$ cat config.mk
export PLATFORM = sky130hd
export DESIGN_NAME = enemy_mover
export DESIGN_NICKNAME = d
export VERILOG_FILES = /design/src/rtl/enemy_mover.sv
export SDC_FILE = /design/constraint.sdc
export NUM_CORES = 1
export LEC_CHECK = 0
export BUFFER_PORTS_ARGS = -buffer_cell sky130_fd_sc_hd__buf_2
export CAP_MARGIN = 10
export CELL_PAD_IN_SITES_DETAIL_PLACEMENT = 0
export CELL_PAD_IN_SITES_GLOBAL_PLACEMENT = 1
export CORE_MARGIN = 3
export CORE_UTILIZATION = 46
export DETAILED_ROUTE_END_ITERATION = 8
export PLACE_DENSITY_LB_ADDON = 0.1
export SLEW_MARGIN = 5
export SYNTH_ARGS = -nofsm -noshare
export SYNTH_HDL_FRONTEND = slang
export SYNTH_SLANG_ARGS = --single-unit
$ cat constraint.sdc
create_clock -name clock -period 6.3 [get_ports clock]
set_input_delay 0.63 -clock clock [delete_from_list [all_inputs] [get_ports clock]]
set_output_delay 0.63 -clock clock [all_outputs]
set_load 0.005 [all_outputs]
$ cat src/rtl/enemy_mover.sv
// Enemy movement engine: on an expired move timer it scans the level grid, steps each enemy
// one cell (random walk or chase), then a fix-up scan turns MOVED tags back into enemies.
module enemy_mover #(
  parameter int         GRID_W      = 40,
  parameter int         GRID_H      = 30,
  parameter int         X_BITS      = 6,
  parameter int         Y_BITS      = 5,
  parameter int         CELL_BITS   = 3,
  parameter int         AIR_CODE    = 0,
  parameter int         ENEMY_CODE  = 4,
  parameter int         MOVED_CODE  = 5,
  parameter int         MOVE_PERIOD = 200000,
  parameter logic [7:0] LFSR_SEED   = 8'hA5
) (
  input  logic                       clock,
  input  logic                       reset,
  input  logic                       start,
  input  logic                       mode,
  input  logic [X_BITS-1:0]          target_x,
  input  logic [Y_BITS-1:0]          target_y,
  output logic                       done,
  output logic                       busy,
  output logic [X_BITS+Y_BITS-1:0]   moved_count,
  output logic [X_BITS-1:0]          grid_x,
  output logic [Y_BITS-1:0]          grid_y,
  input  logic [CELL_BITS-1:0]       grid_out,
  output logic                       grid_write,
  output logic [CELL_BITS-1:0]       grid_in
);

  localparam int TIMER_W = $clog2(MOVE_PERIOD);
  localparam int CW      = (X_BITS > Y_BITS) ? X_BITS : Y_BITS;
  localparam int MC_W    = X_BITS + Y_BITS;
  localparam logic [TIMER_W-1:0]   T_RELOAD = TIMER_W'(MOVE_PERIOD - 1);
  localparam logic [X_BITS-1:0]    X_LAST   = X_BITS'(GRID_W - 1);
  localparam logic [Y_BITS-1:0]    Y_LAST   = Y_BITS'(GRID_H - 1);
  localparam logic [CELL_BITS-1:0] AIR      = CELL_BITS'(AIR_CODE);
  localparam logic [CELL_BITS-1:0] ENEMY    = CELL_BITS'(ENEMY_CODE);
  localparam logic [CELL_BITS-1:0] MOVED    = CELL_BITS'(MOVED_CODE);

  typedef enum logic [3:0] {
    IDLE, ARM, INIT, READ, PICK, PROBE, WRITE_NEW, ERASE, NEXT,
    FIX_INIT, FIX_READ, FIX_WRITE, FIX_NEXT, DONE
  } state_t;

  state_t              state;
  logic [TIMER_W-1:0]  timer;
  logic [7:0]          lfsr;
  logic [X_BITS-1:0]   cur_x, tx_q, nxt_x, paddr_x;
  logic [Y_BITS-1:0]   cur_y, ty_q, nxt_y, paddr_y;
  logic [1:0]          dir, tries, chase_dir, dir0, pdir;
  logic                mode_q, chase_hold, last_cell;
  logic [CW-1:0]       adx, ady;

  // Directions: 0 up, 1 right, 2 down, 3 left; a step off the grid edge is blocked.
  function automatic logic cand_ok(input logic [1:0] d, input logic [X_BITS-1:0] x,
                                   input logic [Y_BITS-1:0] y);
    case (d)
      2'd0:    return y != '0;
      2'd1:    return x != X_LAST;
      2'd2:    return y != Y_LAST;
      default: return x != '0;
    endcase
  endfunction

  function automatic logic [X_BITS-1:0] cand_x(input logic [1:0] d, input logic [X_BITS-1:0] x);
    return (d == 2'd1) ? x + X_BITS'(1) : (d == 2'd3) ? x - X_BITS'(1) : x;
  endfunction

  function automatic logic [Y_BITS-1:0] cand_y(input logic [1:0] d, input logic [Y_BITS-1:0] y);
    return (d == 2'd2) ? y + Y_BITS'(1) : (d == 2'd0) ? y - Y_BITS'(1) : y;
  endfunction

  always_comb begin
    adx = CW'((tx_q >= cur_x) ? tx_q - cur_x : cur_x - tx_q);
    ady = CW'((ty_q >= cur_y) ? ty_q - cur_y : cur_y - ty_q);
    chase_hold = (adx == '0) && (ady == '0);
    if (adx >= ady && adx != '0) chase_dir = (tx_q > cur_x) ? 2'd1 : 2'd3;
    else                         chase_dir = (ty_q > cur_y) ? 2'd2 : 2'd0;
    dir0 = mode_q ? chase_dir : lfsr[1:0];
    // Address for the next probe: the first direction out of PICK, the next one on a retry.
    pdir = (state == PICK) ? dir0 : dir + 2'd1;
    paddr_x = cand_ok(pdir, cur_x, cur_y) ? cand_x(pdir, cur_x) : cur_x;
    paddr_y = cand_ok(pdir, cur_x, cur_y) ? cand_y(pdir, cur_y) : cur_y;
    last_cell = (cur_x == X_LAST) && (cur_y == Y_LAST);
    nxt_x = (cur_x == X_LAST) ? '0 : cur_x + X_BITS'(1);
    nxt_y = (cur_x == X_LAST) ? cur_y + Y_BITS'(1) : cur_y;
  end

  always_ff @(posedge clock) begin
    if (reset) begin
      state       <= IDLE;
      done        <= 1'b0;
      busy        <= 1'b0;
      grid_write  <= 1'b0;
      grid_x      <= '0;
      grid_y      <= '0;
      grid_in     <= AIR;
      moved_count <= '0;
      timer       <= T_RELOAD;
      lfsr        <= LFSR_SEED;
    end else begin
      lfsr       <= {lfsr[6:0], lfsr[7] ^ lfsr[5] ^ lfsr[4] ^ lfsr[3]};
      if (timer != '0) timer <= timer - TIMER_W'(1);
      done       <= 1'b0;
      grid_write <= 1'b0;
      grid_in    <= AIR;
      case (state)
        IDLE: if (start) begin
          state  <= ARM;
          busy   <= 1'b1;
          mode_q <= mode;
          tx_q   <= target_x;
          ty_q   <= target_y;
        end
        ARM: if (timer != '0) begin
          state <= DONE;
          done  <= 1'b1;
        end else state <= INIT;
        INIT: begin
          cur_x       <= '0;
          cur_y       <= '0;
          grid_x      <= '0;
          grid_y      <= '0;
          moved_count <= '0;
          timer       <= T_RELOAD;
          state       <= READ;
        end
        READ: state <= (grid_out == ENEMY) ? PICK : NEXT;
        PICK: if (mode_q && chase_hold) state <= NEXT;
        else begin
          dir    <= dir0;
          tries  <= 2'd0;
          grid_x <= paddr_x;
          grid_y <= paddr_y;
          state  <= PROBE;
        end
        PROBE: if (cand_ok(dir, cur_x, cur_y) && grid_out == AIR) begin
          grid_write <= 1'b1;
          grid_in    <= MOVED;
          state      <= WRITE_NEW;
        end else if (tries == 2'd3) state <= NEXT;
        else begin
          dir    <= dir + 2'd1;
          tries  <= tries + 2'd1;
          grid_x <= paddr_x;
          grid_y <= paddr_y;
        end
        WRITE_NEW: begin
          grid_x     <= cur_x;
          grid_y     <= cur_y;
          grid_write <= 1'b1;
          state      <= ERASE;
        end
        ERASE: begin
          if (moved_count != '1) moved_count <= moved_count + MC_W'(1);
          state <= NEXT;
        end
        NEXT: if (last_cell) state <= FIX_INIT;
        else begin
          cur_x  <= nxt_x;
          cur_y  <= nxt_y;
          grid_x <= nxt_x;
          grid_y <= nxt_y;
          state  <= READ;
        end
        FIX_INIT: begin
          cur_x  <= '0;
          cur_y  <= '0;
          grid_x <= '0;
          grid_y <= '0;
          state  <= FIX_READ;
        end
        FIX_READ: if (grid_out == MOVED) begin
          grid_write <= 1'b1;
          grid_in    <= ENEMY;
          state      <= FIX_WRITE;
        end else state <= FIX_NEXT;
        FIX_WRITE: state <= FIX_NEXT;
        FIX_NEXT: if (last_cell) begin
          done  <= 1'b1;
          state <= DONE;
        end else begin
          cur_x  <= nxt_x;
          cur_y  <= nxt_y;
          grid_x <= nxt_x;
          grid_y <= nxt_y;
          state  <= FIX_READ;
        end
        DONE: begin
          busy  <= 1'b0;
          state <= IDLE;
        end
        default: state <= IDLE;
      endcase
    end
  end

endmodule

==> impl_metrics.env <==
export IMPL_fin_cells=833
export IMPL_ir_drop_mv=0.250
export IMPL_wl_um=14100
export IMPL_insertion_delay_ns=0.35
export IMPL_tightest_slew_ns=0.991
export IMPL_gp_congestion=0.902
export IMPL_area_delta_synth_final_pct=11.5
export IMPL_fin_crit_sh_pct=86.0
export IMPL_cp_data_arrival_time_ns=5.69
export IMPL_io_pins=46
export IMPL_startpoint_type="register"
export IMPL_fin_skew_ns=0.0106
export IMPL_yosysSeqAreaShare_pct=34.9
export IMPL_mostFrequentLayoutCells="nor2_1 (57), dfxtp_1 (57), nand2_1 (52)"
export IMPL_post_place_cells=817
export IMPL_drtIter0Drc=296
export IMPL_grt_pass1_vias=4694
export IMPL_synth_top_area_share_pct=20.4
export IMPL_antenna_cells=0
export IMPL_num_vias=4871
export IMPL_initial_core_util_pct=47.9
export IMPL_clk_pin_slew_ns=0.06
export IMPL_hold_class="reg2reg"
export IMPL_cp_max_fo=14
export IMPL_post_drt_wl_per_cell_um=16.9
export IMPL_io_buffers=44
export IMPL_die_x_um=116
export IMPL_cts_sinks=84
export IMPL_min_period_ns=5.42
export IMPL_synth_main_ff_cell="dfxtp_1"
export IMPL_cts_root_buf="clkbuf_16"
export IMPL_leakage_uw=0.00258
export IMPL_track_usage_pct=21.8
export IMPL_synth_seq_cells=84
export IMPL_relSlewSlack_pct=33.9
export IMPL_num_rows=39
export IMPL_ctsHoldBuffers=0
export IMPL_antenna_found_initial=0
export IMPL_outcome="finished, final reports clean"
export IMPL_cts_resized=0
export IMPL_syn_area_per_cell_um2=8.56
export IMPL_path_class="reg2reg"
export IMPL_grt_max_degree=24
export IMPL_netlist_area_um2=5590
export IMPL_utilization_pct=53.4
export IMPL_endpoint_kind="register"
export IMPL_num_nets_final=747
export IMPL_via_per_inst=5.85
export IMPL_async_flop_share_pct=0
export IMPL_synth_cells=653
export IMPL_rrSetupSlack_ns=0.88
export IMPL_drive_above_1_share_pct=11.2
export IMPL_ctsHtreeMaxLevel=3
export IMPL_synth_area_leaders="dfxtp_1 (20%), edfxtp_1 (15%), ha_1 (9.0%)"
export IMPL_holdWs_ns=0.422
export IMPL_antenna_left=0
export IMPL_grt_ovfl_total=0
export IMPL_dp_hpwl_um=10600
export IMPL_die_h_um=116
export IMPL_drv_cap=0
export IMPL_cts_tree="yes"
export IMPL_synth_edf_count=27
export IMPL_cp_required_ns=6.58
export IMPL_yosys_warnings=0
export IMPL_finalHoldViolCount=0
export IMPL_slew_viol_final=0
export IMPL_finalSetupViolations=0
export IMPL_cts_max_path_buffers=2
export IMPL_dieArea_um2=13500
export IMPL_cts_buffers=9
export IMPL_core_area_um2=11700
export IMPL_power_density_nw_per_um2=398
export IMPL_synth_fp_nets=715
export IMPL_post_cts_buffers=0
export IMPL_first_pass_iters=5
export IMPL_grt_pass1_wl_um=23400
export IMPL_finalSetupTns_ns=0
export IMPL_drc=0
export IMPL_yosysTopAreaCell="dfxtp_1"
export IMPL_synthDistinctLibCells=72
export IMPL_fmax_ghz=0.185
export IMPL_rsz0062_at_grt="no"
[through the flow]
step                      worst slack [ns]  instance area (µm²)  power, µW
final                                0.882                 6230       2480
after global routing                 0.360                 6230       2680
after CTS                            0.929                 6230       2480
after detailed placement             0.967                 5890       1890
after global placement                1.04                 5890       1890
after floorplan                       1.89                 5590       1610
[worst max-delay path, cell delays in order (launching register included)]
cell	delay [ns]
edfxtp_1	0.55
ha_1	0.20
inv_1	0.06
fa_1	0.39
a21o_1	0.17
a21oi_1	0.32
o21a_1	0.28
mux2i_1	0.23
a21oi_1	0.10
or2_2	0.30
ha_1	0.29
nand2_1	0.05
o21ai_0	0.38
a311oi_1	0.16
a21oi_1	0.78
inv_1	0.31
or3_1	0.43
a21o_1	0.18
a31oi_1	0.14
[sequential cells by signal, summed over array words and instances (netlist names)]
| name | count |
|---|---|
| grid_write | 1 |
| mode_q | 1 |
| grid_y | 5 |
| done | 1 |
| busy | 1 |
| state | 4 |
| moved_count | 11 |
| cur_y | 5 |
| tx_q | 6 |
| tries | 2 |
| lfsr | 8 |
| timer | 18 |
| cur_x | 6 |
| ty_q | 5 |
| grid_in | 2 |
| dir | 2 |
| grid_x | 6 |
[synthesized netlist by cell type, types with 6 or more instances]
master	instances
dfxtp_1	57
nor2_1	57
nand2_1	52
a21oi_1	48
inv_1	41
ha_1	40
o21ai_0	37
edfxtp_1	27
clkbuf_1	21
nand3_1	21
nor3_1	16
xnor2_1	16
or3_1	14
nor2b_1	13
xor2_1	13
a21o_1	12
a31oi_1	12
mux2i_1	11
and3_1	8
nand2b_1	8
o211ai_1	8
and2_1	7
nand4_1	7
nor4_1	6
or2_2	6
[worst paths after layout]
path / from / endpoint / depth (start not counted)
max reg2reg: cur_y[0] / grid_x[3] / 18
min reg2reg: lfsr[6] / lfsr[7] / 1
min: lfsr[6] / lfsr[7] / 1
max: cur_y[0] / grid_x[3] / 18
[metal layers]
metal / global-route usage, % / routed length (µm) / up-vias
met5: 0 / 0 / -
met3: 4.20 / 563 / 10
met2: 34.6 / 6490 / 111
met1: 30.5 / 6920 / 2320
met4: 6.11 / 125 / 0
li1: - / - / 2430
[cell families after synthesis]
kind of cell,after synthesis,synth area share (%)
mux,12,2.24
simple gates,241,22.3
buf+inv,68,4.88
flops,84,34.9
other cells,1,0.0671
compound gates,174,20.6
xor+xnor,29,4.55
fa+ha+maj,44,10.4
[cell type report]
| class | instances | area [µm²] |
|---|---|---|
| Multi-Input combinational cell | 501 | 3360 |
| Timing Repair Buffer | 47 | 243 |
| Sequential cell | 84 | 1950 |
| Clock inverter | 2 | 17.5 |
| Clock buffer | 14 | 318 |
| Tap cell | 143 | 179 |
| Inverter | 42 | 158 |
| Fill cell | 1085 | 5430 |
[where the power goes]
group / switching [µW] / leakage (µW) / internal [µW]
registers: 111 / 0.000716 / 657
logic: 688 / 0.00169 / 449
clock network: 223 / 0.000165 / 353
Note: power is estimated with default switching activity, not from simulation.
